[src/rtl/fetch_unit.sv]
// rtl/fetch_unit.sv - Instruction-fetch stage: PC register, IF/ID latch, redirect/stall/halt/fault handling
module fetch_unit #(
  parameter int              XLEN       = 64,
  parameter logic [XLEN-1:0] RESET_PC   = '0,
  parameter int              IMEM_WORDS = 16,
  parameter logic [31:0]     HALT_INSTR = 32'h0000_006F
) (
  input  logic            clk,
  input  logic            rst,
  output logic [XLEN-1:0] instr_address,
  input  logic [31:0]     instruction,
  input  logic            branch_taken,
  input  logic [XLEN-1:0] branch_target,
  input  logic            stall,
  output logic [XLEN-1:0] pc_out,
  output logic [31:0]     instr_out,
  output logic            instr_valid,
  output logic            halted,
  output logic            fault
);

  typedef enum logic [1:0] {
    S_HOLD  = 2'd0,
    S_RUN   = 2'd1,
    S_HALT  = 2'd2,
    S_FAULT = 2'd3
  } state_t;

  localparam logic [XLEN-1:0] IMEM_LIMIT = XLEN'(IMEM_WORDS);

  state_t          state, state_n;
  logic [XLEN-1:0] pc, pc_n;
  logic [XLEN-1:0] pc_plus4;
  logic [XLEN-1:0] pc_out_n;
  logic [31:0]     instr_n;
  logic            valid_n;
  logic            target_bad;
  logic            next_seq_bad;

  // Word index beyond the memory, computed on the full address so high bits count.
  function automatic logic out_of_range(input logic [XLEN-1:0] a);
    return (a >> 2) >= IMEM_LIMIT;
  endfunction

  assign pc_plus4      = pc + XLEN'(4);
  assign target_bad    = (branch_target[1:0] != 2'b00) || out_of_range(branch_target);
  assign next_seq_bad  = out_of_range(pc_plus4);
  assign instr_address = pc;
  assign halted        = (state == S_HALT);
  assign fault         = (state == S_FAULT);

  always_ff @(posedge clk) begin
    if (rst) begin
      state       <= S_HOLD;
      pc          <= RESET_PC;
      pc_out      <= '0;
      instr_out   <= '0;
      instr_valid <= 1'b0;
    end else begin
      state       <= state_n;
      pc          <= pc_n;
      pc_out      <= pc_out_n;
      instr_out   <= instr_n;
      instr_valid <= valid_n;
    end
  end

  always_comb begin
    state_n  = state;
    pc_n     = pc;
    pc_out_n = pc_out;
    instr_n  = instr_out;
    valid_n  = instr_valid;
    case (state)
      // Memory output is not trustworthy until one edge after reset release.
      S_HOLD: begin
        state_n = S_RUN;
        valid_n = 1'b0;
      end
      S_RUN: begin
        if (branch_taken) begin
          valid_n = 1'b0;
          if (target_bad) state_n = S_FAULT;
          else            pc_n    = branch_target;
        end else if (!stall) begin
          instr_n  = instruction;
          pc_out_n = pc;
          valid_n  = 1'b1;
          if (instruction == HALT_INSTR) state_n = S_HALT;
          else if (next_seq_bad)         state_n = S_FAULT;
          else                           pc_n    = pc_plus4;
        end
      end
      // Terminal states: everything frozen except the valid flag, which drops.
      S_HALT:  valid_n = 1'b0;
      S_FAULT: valid_n = 1'b0;
      default: state_n = S_HOLD;
    endcase
  end

endmodule
[config.mk]
export PLATFORM = sky130hd
export DESIGN_NAME = fetch_unit
export DESIGN_NICKNAME = d
export VERILOG_FILES = /design/src/rtl/fetch_unit.sv
export SDC_FILE = /design/constraint.sdc
export NUM_CORES = 1
export LEC_CHECK = 0
export ABC_AREA = 1
export ABC_CLOCK_PERIOD_IN_PS = 5300
export BUFFER_PORTS_ARGS = -buffer_cell sky130_fd_sc_hd__buf_2
export CAP_MARGIN = 20
export CORE_ASPECT_RATIO = 1.5
export CORE_MARGIN = 2
export CORE_UTILIZATION = 35
export CTS_CLUSTER_SIZE = 30
export DETAILED_ROUTE_END_ITERATION = 8
export SYNTH_ARGS = -nofsm -noshare
export SYNTH_HDL_FRONTEND = slang
export SYNTH_SLANG_ARGS = --single-unit
export TNS_END_PERCENT = 50
[constraint.sdc]
create_clock -name clk -period 5.3 [get_ports clk]
set_clock_uncertainty 0.15 [all_clocks]
set_input_delay 1.06 -clock clk [delete_from_list [all_inputs] [get_ports clk]]
set_output_delay 1.06 -clock clk [all_outputs]
set_load 0.005 [all_outputs]
Word level (Yosys, flattened, before mapping)
Index checks and enable logic that the tools add are counted.
{ "classes": {"n_shift": 0, "muxes": 14, "div": 0, "bitwise_logic": 2, "reduce_logical": 8, "add_sub_neg": 1, "n_mul": 0, "n_lt_le_gt_ge": 2, "eq_ne": 11} }
{ "op_table": {"columns": ["cell", "count"], "rows": [
  ["two-way mux 64 bit", 5],
  ["greater-or-equal comparator 62 x 5 -> 1 bit, second input constant", 2],
  ["adder 64 x 3 -> 64 bit, second input constant", 1],
  ["equality test 32 x 7 -> 1 bit, second input constant", 1],
  ["two-way mux 2 bit", 5],
  ["inequality test 2 bit, second input constant", 4],
  ["inequality test 3 bit, second input constant", 2],
  ["AND reduction 5 bit", 1],
  ["equality test 2 bit, second input constant", 2],
  ["inequality test 4 bit, second input constant", 1],
  ["case mux 2 bit (2 select lines)", 1],
  ["AND reduction 4 bit", 1],
  ["nonzero test 2 bit", 2],
  ["AND reduction 3 bit", 1],
  ["OR reduction 3 bit", 1],
  ["equality test 2 x 1 -> 1 bit, second input constant", 1],
  ["zero test 2 bit", 1],
  ["two-way mux 1 bit", 2],
  ["inverter 1 bit", 2],
  ["case mux 1 bit (2 select lines)", 1],
  ["logical OR 1 bit", 1]
]} }
{ "totals": {"inputBits": 100, "latchBits": 0, "out_inout_bits": 163, "reg_bits": 163, "ramBits": 0, "elab_cells": 43, "n_memories": 0, "romBits": 0} }

Depth between registers and ports, before layout
Gate-level depths: netlist of run 1.
{ "logic_depth": {"ltp_word": 7, "ltp_mapped": 21, "mapped_depth_nobuf": 19} }

Least setup slack after synthesis of run 1
No wires, ideal clock.
{ "synth_timing": {"path_type": "input to register", "from": "input port instruction[16]", "to": "register pc[26], in the netlist instr_address[26]", "t_arrival_ns": 2.628, "setup_ns": 0.076, "required_ns": 5.074, "setup_slack_ns": 2.446, "stages": 12, "n_path_buf": 2, "path_cell_list": "or2_2 nor4_1 nand3_1 nor4_1 nand2_1 nand3_1 nor2_1 nand2_4 inv_4 buf_12 buf_12 nor3_2"} }
{ "synth_via": {"elab_chain_len": 3} }
{ "synth_rtl": {"columns": ["element", "line_no", "source"], "rows": [
  ["start: declaration", "11", "input logic [31:0] instruction,"],
  ["equality test 32 x 7 -> 1 bit", "89", "if (instruction == HALT_INSTR) state_n = S_HALT;"],
  ["inequality test 2 bit (no source line)", null, null],
  ["AND reduction 5 bit (no source line)", null, null],
  ["end signal: assignment", "61", "pc <= pc_n;"],
  ["end: declaration", "32", "logic [XLEN-1:0] pc, pc_n;"]
]} }
Every way passes these cells.
A chain may end at the register's enable or synchronous reset.

Worst setup path after layout of run 1
{ "layout_timing": {"from": "register pc[20], in the netlist instr_address[20]", "to": "register pc[59], in the netlist instr_address[59]"} }
{ "layout_via": {"elab_chain_len": 5, "elab_cells_between_ends": 8, "classes_between": "add/sub: 1; order compare: 1; eq/ne: 1; mux: 4; reduce/logical: 1"} }
{ "layout_rtl": {"columns": ["element", "line_no", "source"], "rows": [
  ["adder 64 x 3 -> 64 bit (*)", "45", "assign pc_plus4 = pc + XLEN'(4);"],
  ["branches (longest 4 deep; another with greater-or-equal comparator 62 x 5 -> 1 bit)", null, null]
]} }
Every way passes the cells marked *. The select of a mux whose other input is x is not followed.

==> impl_metrics.yaml, run 1 <==
pwr:
  powerDensity_mw_per_mm2: 270
  p_leak_nw: 4.28
  power_mw: 2.69
  peakVddDrop_mv: 0.215
timing:
  rsz0062_at_grt: "false"
  worst_slew_pin_slew_ps: 938
  slew_headroom: 0.375
  fmax_mhz: 269
  setup_tns_ps: 0
  finalCriticalPeriod_ps: 3710
  finalMaxSlewViolations: 0
  period_share: 0.700
  finalHoldViolCount: 0
  finalSetupViolCount: 0
logic_synthesis:
  synth-edff-count: 0
  synth_nets: 1239
  ys_ff_latch: 163
  syn_area_mm2: 0.00796
  synth-seq-area-share: 0.410
  netlist-cell-type-count: 33
  syn_inst: 1138
  syn_avg_cell_area_um2: 6.99
  synth-async-reset-ratio: 0
  yosysTopAreaCell: "dfxtp_1"
  yosysWarningCount: 0
  netlist.area_leader.share: 0.410
  ys.flop_type: "dfxtp_1"
  synthTopCellsByArea: "dfxtp_1, nor2_1, nand2_1"
grt:
  grt_pass1_wl_mm: 44.1
  antenna_found_initial: 1
  grt_max_degree: 156
  grt_pass1_vias: 8228
  grtUsageTotal: 0.238
  grt-ovfl-total: 0
placed_design:
  dp_hpwl_mm: 22.4
  routabilityCongestion: 1.04
  port_buffers: 262
cells_and_area:
  final_nets: 1478
  layout_commonest_cell: "buf_2"
  area_growth_pct: 25.2
  drive_gt1_frac: 0.270
  nFillCells: 2404
  fin_util: 0.447
  mostFrequentLayoutCells: "buf_2, nor2_1, nand2_1"
floorplan:
  initial_utilization: 0.357
  rows: 67
  design.portCount: 263
  core_mm2: 0.0223
  die-area_mm2: 0.0240
  die_y_um: 189
  dieWidth_um: 127
worst_setup_path:
  path_class: "reg2reg"
  cp-end-kind: "flip-flop"
  start_kind: "flip-flop"
  required_ps: 5450
  critPathMaxFanout: 56
  arrival_ps: 3860
detailed_routing:
  via_count: 8383
  via_per_inst: 5.03
  drt_pass1_iterations: 5
  drt-total-wl_mm: 28.7
  wl_per_cell_um: 17.2
  ant_nets: 0
  dr.first_iter.drc_count: 510
  drc_errors: 0
cts:
  cts.sinks: 163
  numCtsBuffers: 17
  post_cts_buffers: 0
  clockRootBuffer: "clkbuf_16"
  postCtsResizedCells: 0
  tritoncts: "done"
  htreeDepth: 4
  path_clk_slew_ps: 60
  clk_latency_ps: 440
  cts_buffer_depth: 2
  cts_hold_buf: 0
worst_hold_path:
  hold_path_class: "reg2reg"
status:
  status: "complete, no violations"
run:
  maxCapViolations: 0
-- critical path, cell delays in order, from the launching register on --
cell     delay [ps]
dfxtp_1         490
nand2_1         120
nor2_1          330
nand2_1         160
nor2_1          350
nand2_1         250
nand2_1         110
nand2_1          50
nor2_1          110
nand2_1          60
nor2_1           90
nand2_1          70
nor2_2          150
nand3_1         140
nand2_2         120
nand2_4         100
inv_4           580
nor3_2           70
-- cells by family (layout without fill, tap and decap cells) --
kind of cell / count (synthesis) / after routing / synth area share
flip-flops: 163 / 163 / 0.410
other: 0 / 1 / 0
XOR/XNOR: 19 / 19 / 0.0209
AO/OA/AOI/OAI: 171 / 171 / 0.109
buffers and inverters: 130 / 380 / 0.0722
AND/OR/NAND/NOR: 654 / 654 / 0.387
adder cells (fa/ha/maj): 1 / 1 / 0.00157
-- where the power goes --
part	total (mW)	leakage, nW	switching, mW	internal, mW
sequential	1.29	1.32	0.0232	1.27
combinational	0.216	2.69	0.130	0.0861
clock	1.18	0.271	0.506	0.675
total	2.69	4.28	0.659	2.03
-- registers in the layout, summed over array words and instances, names as in the netlist --
name	count
instr_address	64
instr_out	32
instr_valid	1
pc_out	64
state	2
-- cell usage after synthesis (4+ instances only) --
cell type,number
nor3_2,40
dfxtp_1,163
nor4_1,21
a21oi_1,64
nor2_1,233
nor3_1,21
xor2_1,18
nor2_2,14
buf_12,5
nand2_1,231
nand4_1,25
nand2_4,4
o21ai_0,103
nor2_4,8
inv_1,80
nand2_2,8
nand3_1,42
clkbuf_1,38
-- metrics by stage --
stage	instance area (um2)	setup WS [ps]	std cells	hold WS [ps]
5_1_grt	9960	1410	1665	354
6_report	9960	1590	1665	314
4_1_cts	9960	1630	1664	322
3_5_place_dp	9400	1670	1634	308
2_1_floorplan	7960	2450	1138	296
3_3_place_gp	9400	1670	1634	301
-- final timing paths --
kind,from,endpoint,slack (ps),cells past startpoint
setup / recovery,instr_address[20],instr_address[59],1590,17
hold / removal,instr_valid,instr_valid,310,2
setup reg to reg,instr_address[20],instr_address[59],1590,17
hold reg to reg,instr_valid,instr_valid,310,2
-- routing by layer --
metal,share of wire,vias to the layer above,GRT usage
met1,0.38,3835,0.257
met4,0.047,0,0.121
li1,-,4183,-
met5,0,-,0
met3,0.050,68,0.0457
met2,0.52,297,0.437
-- final cells by class --
| cell class | instances | area [um2] | share of cell area |
|---|---|---|---|
| antenna | 1 | 2.50 | 0.000251 |
| clock buffer | 21 | 470 | 0.0472 |
| clock inverter | 9 | 82.6 | 0.00829 |
| inverter | 85 | 322 | 0.0323 |
| multi-input combinational | 845 | 4130 | 0.414 |
| sequential | 163 | 3260 | 0.328 |
| tap | 276 | 345 | 0.0347 |
| timing repair buffer | 265 | 1350 | 0.135 |
Note: power is estimated with default switching activity, not from simulation.
==> inputs of run 2 (changes only) <==
- ABC_AREA: 1 -> 0
- ABC_CLOCK_PERIOD_IN_PS: 5300 -> 3200
- clock period: 5.3 -> 3.2 ns (I/O delays scaled with it)
==> run 2 against run 1 <==
The flow now finishes with violations (setup timing). Sequential share of layout area fell by 1.8 points. Design area rose by 6.5%. Critical endpoint is now instr_address[23]. Synthesized area fell by 6.9%. Flip-flop and latch count did not move. Highest routed layer unchanged. Via count fell by 5.7%. Largest power group unchanged.
==> impl_metrics.yaml, run 2 <==
timing:
  period_share: 1.02
  fmax_mhz: 307
  finalSetupViolCount: 37
  setup_ws_ps: -52.3
  rsz0062_at_grt: "true"
  finalHoldViolCount: 0
  finalMaxSlewViolations: 0
  timing.hold.ws_ps: 299
  slew_headroom: 0.284
  worst_slew_pin_slew_ps: 1070
  finalCriticalPeriod_ps: 3250
worst_hold_path:
  whs_endpoint: "instr_out[12]"
  hold_path_class: "reg2reg"
  hold_depth: 2
  min_from: "instr_out[12]"
placed_design:
  port_buffers: 262
  dp_hpwl_mm: 19.5
  routabilityCongestion: 0.951
  dp_cells: 1526
logic_synthesis:
  ys_ff_latch: 163
  syn_area_mm2: 0.00741
  netlist.area_leader.share: 0.441
  synth-edff-count: 0
  synthTopCellsByArea: "dfxtp_1, nand2_1, a21oi_1"
  synth-async-reset-ratio: 0
  synth_simple_gate_area_share: 0.353
  synthAdderAreaFrac: 0.00169
  yosysWarningCount: 0
  synth_nets: 1024
  muxShareOfSynthArea: 0.00760
  ys.flop_type: "dfxtp_1"
  yosysTopAreaCell: "dfxtp_1"
  synth_commonest_cells: "nand2_1, dfxtp_1, a21oi_1"
  syn_avg_cell_area_um2: 8.02
  synth-seq-area-share: 0.441
  synth_compound_area_frac: 0.123
  synth_top_family_by_area: "simple AND/OR/NAND/NOR gates"
  synthXorXnorAreaFrac: 0.0319
  netlist-cell-type-count: 59
  synth_most_common_cell: "nand2_1"
  syn_inst: 923
floorplan:
  core_mm2: 0.0209
  die_y_um: 182
  design.portCount: 263
  die-area_mm2: 0.0224
  initial_utilization: 0.354
  dieWidth_um: 123
  rows: 65
cells_and_area:
  area_growth_pct: 43.3
  final_nets: 1381
  mostFrequentLayoutCells: "buf_2, nand2_1, dfxtp_1"
  n_antenna_cell: 0
  layout_commonest_cell: "buf_2"
  final_cells: 1561
  drive_gt1_frac: 0.391
detailed_routing:
  drt_pass1_iterations: 4
  drt-total-wl_mm: 25.6
  via_per_inst: 5.07
  dr.first_iter.drc_count: 358
  wl_per_cell_um: 16.4
  via_count: 7909
  ant_nets: 0
  drc_errors: 0
worst_setup_path:
  path_common_cell: "buf_4"
  max_stage_delay_ps: 440
  regToRegSetupSlack_ps: -50
  crit_start: "instr_address[40]"
  reg2regPathDepth: 12
  required_ps: 3370
  cp_cell_sequence: "buf_4 > nand2_1 > nor4_1 > and4_1 > a21boi_0 > or2_2 > a211o_1 > nor4_2 > buf_4 > a21boi_4 > buf_12 > and2_1"
  worstReg2RegEnd: "instr_address[23]"
  slowest_stage: "nor4_1"
  r2r-start: "instr_address[40]"
  arrival_ps: 3420
  cp-end-kind: "flip-flop"
  path_class: "reg2reg"
  critPathMaxFanout: 36
  start_kind: "flip-flop"
  cp_num_buf_inv: 3
  crit_family: "simple AND/OR/NAND/NOR gates"
grt:
  grt-ovfl-total: 0
  grt_pass1_vias: 7550
  grt_max_degree: 97
  grtUsageTotal: 0.225
  antenna_found_initial: 0
  grt_pass1_wl_mm: 39.4
run:
  maxCapViolations: 0
cts:
  clk_latency_ps: 430
  tritoncts: "done"
  numCtsBuffers: 17
  path_clk_slew_ps: 60
  clockRootBuffer: "clkbuf_16"
  htreeDepth: 4
  cts_hold_buf: 0
  cts_buffer_depth: 2
  cts.sinks: 163
pwr:
  p_leak_nw: 4.72
  peakVddDrop_mv: 0.302
  powerDensity_mw_per_mm2: 401
status:
  status: "complete, but fails checks"
  violations: "setup timing"
[run 2: cell count changes after synthesis, sizes merged, moves of 15 or more]
cell / change
o21ai: -94
nand2: -22
nor3: -44
nand4: +15
nand3: -18
nor2: -228
a21oi: +39
nor4: +16
inv: -71
and3: +16
and2: +63
[run 2: worst max-delay path by stage]
stage | to | slack [ps] | cells after the start
floorplan | instr_address[43] | -50 | 12
CTS | instr_address[24] | -50 | 12
global placement | instr_address[24] | -400 | 14
finish | instr_address[23] | -50 | 12
global route | instr_address[20] | -200 | 12
detailed placement | instr_address[40] | -380 | 14
[run 2: final cells by class]
cell class | count | area, um2
Fill cell | 2102 | 10300
Multi-Input combinational cell | 687 | 3990
Sequential cell | 163 | 3290
Timing Repair Buffer | 399 | 2380
Clock buffer | 18 | 439
Tap cell | 268 | 335
Clock inverter | 14 | 131
Inverter | 12 | 45.0
[run 2: where the power goes]
part | switching, mW | internal, mW | total (mW)
Combinational | 0.140 | 0.0971 | 0.237
Sequential | 0.00951 | 2.05 | 2.06
Clock | 0.863 | 1.10 | 1.96
Total | 1.01 | 3.24 | 4.25
[run 2: worst register-to-register path, delay by kind of cell (launching register included)]
family / cells / cell delay (ps)
buf+inv: 3 / 560
flops: 1 / 340
compound gates: 3 / 440
simple gates: 6 / 1640
[run 2: cells by family (layout without fill, tap and decap cells)]
group | after synthesis | after routing
AOI/OAI and AO/OA | 156 | 156
adders and majority gates | 1 | 1
and+or+nand+nor | 498 | 498
muxes | 5 | 5
xor gates and xnor gates | 27 | 27
DFF | 163 | 163
buffers and inverters | 73 | 443
[run 2: repair_timing]
action,4_1_cts,5_1_grt
setup buffers,2,1
setup endpoints to repair,63,63
gates resized for setup,14,4
pin swaps,29,4
[run 2: layer usage]
metal,GRT usage,share of wire,vias to the layer above
li1,-,-,3945
met1,0.261,0.41,3668
met2,0.395,0.51,244
met3,0.0475,0.051,52
met4,0.0910,0.027,0
met5,0,0,-
[run 2: stage by stage]
step / TNS (ps) / utilization / setup slack (ps) / area, um2 / power (mW)
after detailed placement: -21600 / 0.476 / -380 / 9950 / 2.34
after CTS: -1210 / 0.506 / -51.3 / 10600 / 4.31
final: -1110 / 0.508 / -52.3 / 10600 / 4.25
after global routing: -10390 / 0.508 / -202 / 10600 / 4.43
after global placement: -23150 / 0.476 / -396 / 9950 / 2.34
after floorplan: -994 / - / -49.7 / 7570 / 2.21
